## src/rtl/stopwatch_lap_timer.sv

```systemverilog
// stopwatch_lap_timer: run/hold stopwatch with up/down counting, a wrap
// pulse and a lap-capture FIFO drained by the host over valid/ready.
//
// Optional build macro STOPWATCH_PRESET_EN adds preset_load/preset_value,
// which load the count while the FSM is in IDLE or HOLD.
//
// Lap handshake: an entry transfers on every rising edge where lap_valid
// and lap_ready are both high. lap_data is stable while lap_valid is high
// and lap_ready is low. lap_ready is ignored while lap_valid is low.
module stopwatch_lap_timer #(
  parameter int DATA_WIDTH = 16,
  parameter int MAX        = 99,
  parameter int LAP_DEPTH  = 4
) (
  input  logic                  clk,
  input  logic                  resetn,
  input  logic                  start,
  input  logic                  stop,
  input  logic                  clear,
  input  logic                  dir,
  input  logic                  lap,
  input  logic                  lap_ready,
`ifdef STOPWATCH_PRESET_EN
  input  logic                  preset_load,
  input  logic [DATA_WIDTH-1:0] preset_value,
`endif
  output logic [DATA_WIDTH-1:0] count,
  output logic                  running,
  output logic                  wrap,
  output logic                  lap_valid,
  output logic [DATA_WIDTH-1:0] lap_data,
  output logic                  lap_full,
  output logic                  lap_overflow,
  output logic [1:0]            state_dbg
);

  localparam int PTR_W = $clog2(LAP_DEPTH);
  localparam int OCC_W = PTR_W + 1;
  localparam logic [DATA_WIDTH-1:0] MAX_V   = DATA_WIDTH'(MAX);
  localparam logic [OCC_W-1:0]      DEPTH_V = OCC_W'(LAP_DEPTH);

  typedef enum logic [1:0] {
    IDLE = 2'd0,
    RUN  = 2'd1,
    HOLD = 2'd2
  } state_e;

  state_e                state_q, state_d;
  logic [DATA_WIDTH-1:0] count_q, count_d;
  logic                  wrap_q, wrap_d;

  logic [DATA_WIDTH-1:0] mem_q [LAP_DEPTH];
  logic [DATA_WIDTH-1:0] mem_d [LAP_DEPTH];
  logic [PTR_W-1:0]      wr_ptr_q, wr_ptr_d;
  logic [PTR_W-1:0]      rd_ptr_q, rd_ptr_d;
  logic [OCC_W-1:0]      occ_q, occ_d;
  logic                  valid_q, valid_d;
  logic                  full_q, full_d;
  logic                  ovf_q, ovf_d;

  logic                  push_req;
  logic                  do_push;
  logic                  do_pop;

  // FSM next state: clear beats stop, stop beats start.
  always_comb begin
    state_d = state_q;
    if (clear) begin
      state_d = IDLE;
    end else if (stop) begin
      if (state_q == RUN) state_d = HOLD;
    end else if (start) begin
      if (state_q == IDLE || state_q == HOLD) state_d = RUN;
    end
  end

  // Count update: steps only when already running and not being stopped;
  // anything above MAX (only reachable via preset) wraps on the next step.
  always_comb begin
    count_d = count_q;
    wrap_d  = 1'b0;
    if (clear) begin
      count_d = '0;
    end else if (state_q == RUN && !stop) begin
      if (!dir) begin
        if (count_q >= MAX_V) begin
          count_d = '0;
          wrap_d  = 1'b1;
        end else begin
          count_d = count_q + DATA_WIDTH'(1);
        end
      end else begin
        if (count_q == '0 || count_q > MAX_V) begin
          count_d = MAX_V;
          wrap_d  = 1'b1;
        end else begin
          count_d = count_q - DATA_WIDTH'(1);
        end
      end
    end
`ifdef STOPWATCH_PRESET_EN
    else if (preset_load && state_q != RUN) begin
      count_d = preset_value;
    end
`endif
  end

  // Lap FIFO: push captures the pre-update count; a push into a full FIFO
  // succeeds only when a pop frees a slot on the same edge.
  always_comb begin
    push_req = lap && !clear;
    do_pop   = valid_q && lap_ready && !clear;
    do_push  = push_req && (occ_q != DEPTH_V || do_pop);

    mem_d    = mem_q;
    wr_ptr_d = wr_ptr_q;
    rd_ptr_d = rd_ptr_q;
    occ_d    = occ_q;
    ovf_d    = ovf_q;

    if (clear) begin
      wr_ptr_d = '0;
      rd_ptr_d = '0;
      occ_d    = '0;
      ovf_d    = 1'b0;
    end else begin
      if (do_push) begin
        mem_d[wr_ptr_q] = count_q;
        wr_ptr_d        = wr_ptr_q + PTR_W'(1);
      end
      if (do_pop) begin
        rd_ptr_d = rd_ptr_q + PTR_W'(1);
      end
      case ({do_push, do_pop})
        2'b10:   occ_d = occ_q + OCC_W'(1);
        2'b01:   occ_d = occ_q - OCC_W'(1);
        default: occ_d = occ_q;
      endcase
      if (push_req && !do_push) begin
        ovf_d = 1'b1;
      end
    end

    valid_d = (occ_d != '0);
    full_d  = (occ_d == DEPTH_V);
  end

  // State, count and wrap registers.
  always_ff @(posedge clk or negedge resetn) begin
    if (!resetn) begin
      state_q <= IDLE;
      count_q <= '0;
      wrap_q  <= 1'b0;
    end else begin
      state_q <= state_d;
      count_q <= count_d;
      wrap_q  <= wrap_d;
    end
  end

  // FIFO storage, pointers, occupancy and registered flags.
  always_ff @(posedge clk or negedge resetn) begin
    if (!resetn) begin
      for (int i = 0; i < LAP_DEPTH; i++) mem_q[i] <= '0;
      wr_ptr_q <= '0;
      rd_ptr_q <= '0;
      occ_q    <= '0;
      valid_q  <= 1'b0;
      full_q   <= 1'b0;
      ovf_q    <= 1'b0;
    end else begin
      mem_q    <= mem_d;
      wr_ptr_q <= wr_ptr_d;
      rd_ptr_q <= rd_ptr_d;
      occ_q    <= occ_d;
      valid_q  <= valid_d;
      full_q   <= full_d;
      ovf_q    <= ovf_d;
    end
  end

  assign count        = count_q;
  assign running      = (state_q == RUN);
  assign wrap         = wrap_q;
  assign lap_valid    = valid_q;
  assign lap_data     = mem_q[rd_ptr_q];
  assign lap_full     = full_q;
  assign lap_overflow = ovf_q;
  assign state_dbg    = state_q;

endmodule

```

## config.mk

```make
export PLATFORM = sky130hd
export DESIGN_NAME = stopwatch_lap_timer
export DESIGN_NICKNAME = d
export VERILOG_FILES = /design/src/rtl/stopwatch_lap_timer.sv
export SDC_FILE = /design/constraint.sdc
export NUM_CORES = 1
export LEC_CHECK = 0
export CAP_MARGIN = 20
export CORE_ASPECT_RATIO = 1.75
export CORE_MARGIN = 2
export CORE_UTILIZATION = 55
export CTS_CLUSTER_SIZE = 16
export DETAILED_ROUTE_END_ITERATION = 6
export PLACE_DENSITY = 0.78
export RECOVER_POWER = 50
export SETUP_SLACK_MARGIN = 0.3
export SYNTH_ARGS = -nofsm -noshare
export SYNTH_HDL_FRONTEND = slang
export SYNTH_SLANG_ARGS = --single-unit
```

## constraint.sdc

```tcl
create_clock -name clk -period 4.6 [get_ports clk]
set_input_delay 0.46 -clock clk [delete_from_list [all_inputs] [get_ports clk]]
set_output_delay 0.46 -clock clk [all_outputs]
set_load 0.03 [all_outputs]
```

==> results by group <==
Route
  • Met3 WL: 308 µm
  • Met2 wire len: 5340 µm
  • M1 WL: 3840 µm
  • Pre-antenna DRT Iters: 4
  • Wire per inst: 19.5 µm
  • Via density: 6.11
  • Top sig layer: met4
  • WL final: 9780 µm
  • Vias after detailed routing: 3,066
  • Drc violations: 0
  • Starting DRC count in detailed routing: 136
  • Final ANT Viol Nets: 0

Setup path
  • Slowest cell on crit path: clkbuf_1
  • Worst path top cell family by delay: buffers and inverters
  • WP data required: 4.84 ns
  • Arr. time, crit path: 3.64 ns
  • Crit path top cell by count: nor2_1
  • CP startpoint kind: primary input
  • Critical-path cell list: dlygate4sd3_1 -> clkbuf_1 -> nor2_1 -> inv_1 -> ha_1 -> fa_1 -> mux2i_1 -> nor2_1 -> nor4_1
  • Crit Path Class: in2reg
  • Buffers and inverters on the worst path: 3
  • CP endpoint kind: register
  • Slowest stage delay, CP: 0.97 ns
  • Crit Path Max Fanout: 29

Timing
  • Max Fclk: 0.294 GHz
  • RSZ-0062 raised after global routing: no
  • Final-report hold violation count: 0
  • Fin crit period: 3.40 ns
  • Slew headroom: -0.204
  • Fin crit share: 0.739
  • Final slew viol count: 76
  • Skew final: 0.00804 ns
  • Final setup fails: 0
  • Worst-margin pin slew: 1.81 ns
  • Final hold slack: 0.499 ns
  • Setup TNS Final: 0 ns

Cells and area
  • Nets: 422
  • ANT cells: 0
  • Layout Area Growth over Synthesis: 16.7%
  • Design area: 0.00539 mm²
  • Fillers: 639
  • Share of post-route cells with drive strength above 1: 0.285

Clock tree
  • Clock Pin Slew Worst Setup and Hold Paths: 0.06 ns
  • TritonCTS buffer count: 9
  • Skew-Pair Late Insertion Delay: 0.34 ns
  • CTS sink cnt: 93
  • Setup Buffers After CTS: 0
  • Worst-case clock buffer depth: 2
  • Root Buffer: clkbuf_16
  • CTS tree: yes
  • PostCTS Resize Cnt: 0
  • H-Tree Depth: 3

Global route
  • Number of antenna violations at the first check in global routing: 0
  • Largest net degree at the start of global routing: 94
  • Vias in the first global route: 3,241
  • First-pass GRT wire length: 16,200 µm
  • Grt total ovfl: 0
  • GRT Util Overall: 0.234

Synthesis
  • Net Count, Synth: 384
  • Post-synth EDFFs: 0
  • Netlist Area Pre-Place: 0.00462 mm²
  • Syn Inst Count: 367
  • Ys flop type: dfrtp_1
  • Async set or reset register ratio after synthesis: 1.00
  • Synthesized area per cell: 12.6 µm²
  • Yosys cell types: 51
  • Most frequent cell after synthesis: dfrtp_1
  • Post-synth top area share: 0.504
  • Top post-synthesis cells by area: dfrtp_1 50%, mux2_2 16%, mux4_2 7.8%
  • YS warnings: 0
  • Yosys top cell by area: dfrtp_1
  • Seq cells post-synth: 93
  • Top cells by count, synth: 93 x dfrtp_1, 64 x mux2_2, 20 x nor2_1
  • Sequential fraction of the synthesis area: 0.504

Floorplanning
  • Die X: 73.3 µm
  • Core footprint: 0.00820 mm²
  • Placement Rows: 44
  • Die Y: 125 µm
  • Initial Utilization: 0.563
  • IO Pins: 47
  • Area of the die: 0.00918 mm²

Status
  • Failing checks: capacitance limit, slew limit
  • Outcome: complete, but fails checks

Power
  • Pwr Density: 336 mW/mm²
  • Maximum VDD drop: 0.260 mV
  • Leak: 2.51 nW

Hold path
  • Type of the most critical hold path: reg2reg

Job
  • Max-cap viol count: 1

Place
  • PortBufs: 46
  • DPL Wire Length: 6650 µm
  • Placed Area: 0.00509 mm²
  • Routability congestion estimate: 0.959
## worst register-to-register path, stage by stage, from the launching register on
cell and delay (ns):
dfrtp_1 0.41, and3b_1 0.24, o41ai_2 0.38, nor2_1 0.22, inv_1 0.14, ha_1 0.20
fa_1 0.42, mux2i_1 0.19, nor2_1 0.08, nor4_1 0.29
## sequential cells by signal, summed over array words and instances, names as in the netlist
register	count
mem_q	64
count	16
occ_q	3
rd_ptr_q	2
state_dbg	2
wr_ptr_q	2
lap_full	1
lap_overflow	1
lap_valid	1
wrap	1
## worst paths after layout
path,startpoint,to,slack (ns),depth (start not counted)
max,clear,lap_full,1.20,9
min,mem_q[18],mem_q[18],0.50,1
max reg2reg,lap_valid,lap_full,1.94,9
min reg2reg,mem_q[18],mem_q[18],0.50,1
max in group asynchronous,resetn,count[6],1.49,3
min in group asynchronous,resetn,mem_q[31],0.80,2
## area by class of cell
type	instances	area [µm²]	area share
clock buffers	11	243	0.0450
clock inverters	5	33.8	0.00626
inverters	14	52.6	0.00974
multi-input cells	236	2130	0.394
flip-flops and latches	93	2330	0.431
well taps	92	115	0.0213
repair buffers	51	495	0.0919
## stage by stage
step	power [mW]	worst slack [ns]	utilization	cells
after floorplan	1.06	2.09	-	367
after global placement	1.14	1.59	0.621	483
after detailed placement	1.14	1.48	0.621	483
after CTS	1.83	1.38	0.655	499
after global routing	1.89	0.834	0.658	502
final	1.81	1.20	0.658	502
## logic make-up (layout without fill, tap and decap cells)
family / after synthesis / in the layout / synth area share
flops: 93 / 93 / 0.504
buf+inv: 38 / 81 / 0.0363
compound gates: 44 / 44 / 0.0669
fa+ha+maj: 9 / 9 / 0.0260
xor+xnor: 7 / 7 / 0.0133
simple gates: 93 / 93 / 0.114
mux: 83 / 83 / 0.240
## placed cells by master (no fill, tap or decap), types with 4 or more instances in the layout
cell,instances
a21oi_1,15
clkbuf_16,9
clkdlybuf4s50_1,32
dfrtp_1,93
dlygate4sd3_1,14
ha_1,8
inv_1,14
mux2_2,64
mux4_2,16
nand2_1,18
nand2_2,4
nand3_1,11
nor2_1,20
nor3_1,7
nor4_1,9
o21ai_0,7
xnor2_1,4
## per-layer routing
metal / GRT usage / up-vias
li1: - / 1418
met1: 0.278 / 1553
met2: 0.394 / 74
met3: 0.0467 / 21
met4: 0.113 / 0
met5: 0 / -
## report_power, final
group / internal (mW) / switching, mW
Sequential: 0.848 / 0.0370
Combinational: 0.107 / 0.135
Clock: 0.381 / 0.305
## what timing repair did
action,CTS,global route
endpoints found under the setup margin,0,0
hold buffers,0,1
endpoints found under the hold margin,0,10
Power figures use the tool's default switching activity.
